### src/rtl/fir_mac_seq.sv
// fir_mac_seq: sequential TAPS-tap FIR filter. It runs one multiply-accumulate per
// cycle through an external combinational ALU and has valid/ready handshakes on its
// input and output.
module fir_mac_seq #(
    parameter  int unsigned N    = 16,
    parameter  int unsigned TAPS = 8,
    localparam int unsigned AW   = $clog2(TAPS)
) (
    input  logic          clk,
    input  logic          rst_n,
    input  logic          coef_we,
    input  logic [AW-1:0] coef_addr,
    input  logic [N-1:0]  coef_data,
    input  logic          in_valid,
    output logic          in_ready,
    input  logic [N-1:0]  in_data,
    output logic [N-1:0]  alu_a,
    output logic [N-1:0]  alu_b,
    output logic          alu_sel,
    input  logic [31:0]   alu_out,
    output logic          out_valid,
    input  logic          out_ready,
    output logic [N-1:0]  out_data,
    output logic          busy
);

    localparam int unsigned ALU_W = 32;
    localparam int unsigned TW    = AW + 1;
    localparam int unsigned ACC_W = ALU_W + AW;
    localparam int unsigned FRAC  = 11;
    localparam logic signed [ACC_W-1:0] ROUND_K = ACC_W'(2 ** (FRAC - 1));

    typedef enum logic [1:0] {
        S_IDLE = 2'd0,
        S_MAC  = 2'd1,
        S_OUT  = 2'd2
    } state_t;

    state_t                   r_state;
    logic [N-1:0]             r_x    [TAPS];
    logic [N-1:0]             r_coef [TAPS];
    logic signed [ACC_W-1:0]  r_acc;
    logic [TW-1:0]            r_tap;
    logic [N-1:0]             r_alu_a;
    logic [N-1:0]             r_alu_b;
    logic                     r_alu_sel;
    logic                     r_out_valid;
    logic [N-1:0]             r_out_data;
    logic                     r_in_ready;
    logic                     r_busy;

    logic                     w_accept;
    logic                     w_coef_wr;
    logic [N-1:0]             w_coef0;
    logic [AW-1:0]            w_idx_nxt;
    logic signed [ACC_W-1:0]  w_alu_ext;

    // Round half up from Q(.22) to Q4.11, then saturate to the N-bit signed range.
    function automatic logic [N-1:0] f_round_sat(input logic signed [ACC_W-1:0] acc);
        logic signed [ACC_W-1:0] sum;
        logic signed [ACC_W-1:0] q;
        logic [ACC_W-N:0]        hi;
        sum = acc + ROUND_K;
        q   = sum >>> FRAC;
        hi  = q[ACC_W-1:N-1];
        if ((&hi) || !(|hi)) begin
            return q[N-1:0];
        end else if (q[ACC_W-1]) begin
            return {1'b1, {(N-1){1'b0}}};
        end else begin
            return {1'b0, {(N-1){1'b1}}};
        end
    endfunction

    // Handshake and bookkeeping decodes.
    assign w_accept  = in_valid && (r_state == S_IDLE);
    assign w_coef_wr = coef_we && (r_state == S_IDLE);
    // A coefficient written together with the accepted sample is used for that sample.
    assign w_coef0   = (w_coef_wr && (coef_addr == '0)) ? coef_data : r_coef[0];
    assign w_idx_nxt = r_tap[AW-1:0] + AW'(1);
    assign w_alu_ext = {{AW{alu_out[ALU_W-1]}}, alu_out};

    // Sample delay line, shifted once per accepted sample.
    always_ff @(posedge clk or negedge rst_n) begin
        if (!rst_n) begin
            for (int k = 0; k < TAPS; k++) begin
                r_x[k] <= '0;
            end
        end else if (w_accept) begin
            r_x[0] <= in_data;
            for (int k = 1; k < TAPS; k++) begin
                r_x[k] <= r_x[k-1];
            end
        end
    end

    // Coefficient store, writable only while idle.
    always_ff @(posedge clk or negedge rst_n) begin
        if (!rst_n) begin
            for (int k = 0; k < TAPS; k++) begin
                r_coef[k] <= '0;
            end
        end else if (w_coef_wr) begin
            r_coef[coef_addr] <= coef_data;
        end
    end

    // Control FSM with registered ALU operands, output data and status flags.
    always_ff @(posedge clk or negedge rst_n) begin
        if (!rst_n) begin
            r_state     <= S_IDLE;
            r_acc       <= '0;
            r_tap       <= '0;
            r_alu_a     <= '0;
            r_alu_b     <= '0;
            r_alu_sel   <= 1'b0;
            r_out_valid <= 1'b0;
            r_out_data  <= '0;
            r_in_ready  <= 1'b1;
            r_busy      <= 1'b0;
        end else begin
            case (r_state)
                S_IDLE: begin
                    if (w_accept) begin
                        r_state    <= S_MAC;
                        r_acc      <= '0;
                        r_tap      <= '0;
                        r_alu_sel  <= 1'b1;
                        r_alu_a    <= in_data;
                        r_alu_b    <= w_coef0;
                        r_in_ready <= 1'b0;
                        r_busy     <= 1'b1;
                    end
                end
                S_MAC: begin
                    if (r_tap == TW'(TAPS)) begin
                        // All taps are summed, so convert the total and present it.
                        r_state     <= S_OUT;
                        r_out_data  <= f_round_sat(r_acc);
                        r_out_valid <= 1'b1;
                        r_alu_sel   <= 1'b0;
                        r_alu_a     <= '0;
                        r_alu_b     <= '0;
                    end else begin
                        r_acc <= r_acc + w_alu_ext;
                        r_tap <= r_tap + TW'(1);
                        if (r_tap == TW'(TAPS - 1)) begin
                            r_alu_a <= '0;
                            r_alu_b <= '0;
                        end else begin
                            r_alu_a <= r_x[w_idx_nxt];
                            r_alu_b <= r_coef[w_idx_nxt];
                        end
                    end
                end
                S_OUT: begin
                    if (out_ready) begin
                        r_state     <= S_IDLE;
                        r_out_valid <= 1'b0;
                        r_in_ready  <= 1'b1;
                        r_busy      <= 1'b0;
                    end
                end
                default: begin
                    r_state     <= S_IDLE;
                    r_alu_sel   <= 1'b0;
                    r_alu_a     <= '0;
                    r_alu_b     <= '0;
                    r_out_valid <= 1'b0;
                    r_in_ready  <= 1'b1;
                    r_busy      <= 1'b0;
                end
            endcase
        end
    end

    assign in_ready  = r_in_ready;
    assign busy      = r_busy;
    assign alu_a     = r_alu_a;
    assign alu_b     = r_alu_b;
    assign alu_sel   = r_alu_sel;
    assign out_valid = r_out_valid;
    assign out_data  = r_out_data;

endmodule
### config.mk
export PLATFORM = sky130hd
export DESIGN_NAME = fir_mac_seq
export DESIGN_NICKNAME = d
export VERILOG_FILES = /design/src/rtl/fir_mac_seq.sv
export SDC_FILE = /design/constraint.sdc
export NUM_CORES = 1
export LEC_CHECK = 0
export CORE_MARGIN = 3
export CORE_UTILIZATION = 60
export CTS_CLUSTER_SIZE = 28
export DETAILED_ROUTE_END_ITERATION = 8
export PLACE_DENSITY = 0.92
export RECOVER_POWER = 50
export SLEW_MARGIN = 15
export SYNTH_ARGS = -nofsm -noshare
export SYNTH_HDL_FRONTEND = slang
export SYNTH_SLANG_ARGS = --single-unit
### constraint.sdc
create_clock -name clk -period 3.7 [get_ports clk]
set_input_delay 0.37 -clock clk [delete_from_list [all_inputs] [get_ports clk]]
set_output_delay 0.37 -clock clk [all_outputs]
set_load 0.02 [all_outputs]
==> impl_metrics.yaml <==
finish:
  syn2layout_area_growth_pct: 15.50
  multi_input_area_um2: 8668
  n_fill_cell: 1907
  fin_nets: 1886
  fin_cells: 2186
  drive_gt1_share_pct: 16.60
  final_util_pct: 70.89
  fin_area_um2: 20570
  seq_area_um2: 8738
  layout_commonest_cell: "nand2_1"
  final_cell_mix: "nand2_1, dfrtp_1, mux2_2, clkdlybuf4s50_1, nor2_1"
clock_network:
  htreeDepth: 2
  cts_buffers: 37
  clock_latency_ns: 0.53
  cts.sinks: 349
  post-cts-setup-buffers: 0
  clk_pin_slew_ns: 0.06
  cts_resized: 0
  cts_hold_buf: 1
  cts.root.buffer_cell: "clkbuf_16"
  tritoncts: "yes"
  clockBufferDepth: 3
global_route:
  overflow: 0
  grt_start_max_net_pins: 130
  antenna_found_initial: 1
  grt_pass1_vias: 14220
  grt_pass1_wl_um: 73420
  grtUsageTotal_pct: 28.89
detailed_routing:
  vias: 13800
  drc: 0
  via_per_inst: 6.311
  drt_iter0_drc: 1240
  firstDrtPassIters: 5
  wirelength_um: 45170
  ant_nets: 0
  wl_per_cell_um: 20.66
worst_setup_path:
  cp_data_required_time_ns: 4.11
  slowest_delay_ns: 0.68
  critPathBufInv: 1
  cpMaxStageDelayCell: "nor4b_1"
  path_max_fanout: 16
  crit_type: "reg -> reg"
  cp.arrival_ns: 3.61
  cp_cell_sequence: "nor4b_1, nand2_1, clkbuf_1, mux2_1, nor2_1, o22ai_1, o21a_1"
  critPathCaptureType: "register"
  startpoint_type: "register"
  cpLargestDelayFamily: "simple AND/OR/NAND/NOR gates"
sta:
  skew_ns: 0.02100
  slew_headroom_pct: -48.31
  finalHoldViolCount: 0
  rsz0062_at_grt: "no"
  worst_slew_pin_slew_ns: 2.225
  maxSlewViolCount: 116
  fmax_ghz: 0.3125
  fin_setup_tns_ns: 0
  min_period_ns: 3.200
  timing.final.crit_share_pct: 86.48
  setup_viol: 0
floorplan:
  initial_utilization_pct: 61.37
  fp.dieH_um: 178.3
  ioPinCount: 124
  rows: 62
  die_width_um: 178.3
  coreArea_um2: 29010
  die_area_um2: 31780
synthesis:
  syn_inst: 1681
  synth_top_family_by_area: "multiplexers"
  synthAdderAreaFrac_pct: 2.712
  yosysWarningCount: 0
  async_flop_share_pct: 100.0
  synth-xor-area-share_pct: 2.122
  synth_cell_types: 75
  syn_avg_cell_area_um2: 10.59
  syn-num-nets: 1791
  seq_area_frac_synth_pct: 49.05
  synth_edf_count: 0
  ys.flop_type: "dfrtp_1"
  synth_mux_area_share_pct: 18.10
  syn-cell-area_um2: 17810
  synth_compound_area_share_pct: 9.803
  ys_ff_latch: 349
  synth-simple-area-share_pct: 15.74
run_status:
  status: "complete, but fails checks"
  violations: "capacitance limit, slew limit"
flow_run:
  cap_violations: 2
place:
  gp_congestion: 0.9128
  post_dp_cell_area_um2: 19420
  dp_cells: 2120
  place.port_buffers: 123
  hpwl_um: 28050
pwr:
  powerDensity_nw_per_um2: 959.5
  p_leak_nw: 9.518
  ir_worst_vdd_v: 0.0006105
  finalPower_w: 0.01973
min_path:
  hp-class: "in -> reg"
[logic make-up (layout without fill, tap and decap cells)]
family,count (synthesis),count (layout)
adders and majority gates,38,38
AOI/OAI and AO/OA,258,258
and+or+nand+nor,661,661
xor gates and xnor gates,41,41
buffers and inverters,108,228
muxes,226,226
DFF,349,349
other,0,1
[flip-flops by register name, summed over array words and instances (netlist names)]
| signal | count |
|---|---|
| out_data | 16 |
| in_ready | 1 |
| alu_b | 16 |
| busy | 1 |
| r_tap | 4 |
| r_state | 2 |
| r_x | 128 |
| r_coef | 128 |
| alu_a | 16 |
| out_valid | 1 |
| alu_sel | 1 |
| r_acc | 35 |
[synthesized netlist by cell type (11+ instances only)]
master    count  area [um2]
a21o_1       22       165.2
a21oi_1      44       220.2
and3_1       11       68.82
clkbuf_1     79       296.5
dfrtp_1     348        8708
ha_1         37       462.9
inv_1        12       45.04
mux2_2      128        1441
mux2i_1      34       340.3
mux4_2       64        1441
nand2_1     455        1708
nand3_1      55       275.3
nor2_1       68       255.2
o21a_1       38       285.3
o21ai_0      48       240.2
o22ai_1      34       212.7
xnor2_1      18       157.7
xor2_1       22       192.7
[per-layer routing]
metal	vias up	GRT usage [%]	routed length [um]
met5	-	0	0
met4	0	11.30	1390
met3	110	4.938	3048
met2	597	49.61	22960
met1	6972	36.80	17770
li1	6116	-	-
[cell type report]
class | count | area share (%)
repair buffers | 152 | 7.063
clock inverters | 11 | 0.5475
multi-input cells | 1224 | 42.15
inverters | 12 | 0.2190
diodes | 1 | 0.01217
flip-flops and latches | 349 | 42.49
clock buffers | 53 | 5.183
well taps | 384 | 2.336
[worst paths after layout]
| check | slack [ns] | startpoint | cells after the start | endpoint |
|---|---|---|---|---|
| hold / removal | 0.42 | in_data[7] | 3 | r_x[119]$_DFFE_PN0P_ |
| setup / recovery | 0.50 | r_state[0]$_DFFE_PN0P_ | 7 | alu_b[15]$_DFFE_PN0P_ |
| min in group asynchronous | 1.05 | rst_n | 2 | r_x[9]$_DFFE_PN0P_ |
| hold reg to reg | 0.48 | r_x[8]$_DFFE_PN0P_ | 2 | r_x[8]$_DFFE_PN0P_ |
| setup reg to reg | 0.50 | r_state[0]$_DFFE_PN0P_ | 7 | alu_b[15]$_DFFE_PN0P_ |
| max in group asynchronous | 0.84 | rst_n | 3 | r_tap[0]$_DFFE_PN0P_ |
[report_power, final]
part           switching, W  internal (W)
sequential          0.00140       0.00562
combinational       0.00478       0.00428
clock               0.00152       0.00214
total               0.00770        0.0120
[metrics by stage]
stage | hold slack (ns) | worst slack (ns)
3_3_place_gp | 0.4110 | 0.4087
2_1_floorplan | 0.07441 | 0.9798
3_5_place_dp | 0.4202 | 0.3970
6_report | 0.4237 | 0.5003
4_1_cts | 0.4103 | 0.8898
5_1_grt | 0.4299 | 0.3687
[tightest hold or removal path, stage by stage]
cell	delay, ns
clkdlybuf4s50_1	0.43
nand2_1	0.07
nand2_1	0.04
(Power assumes the default switching activity.)
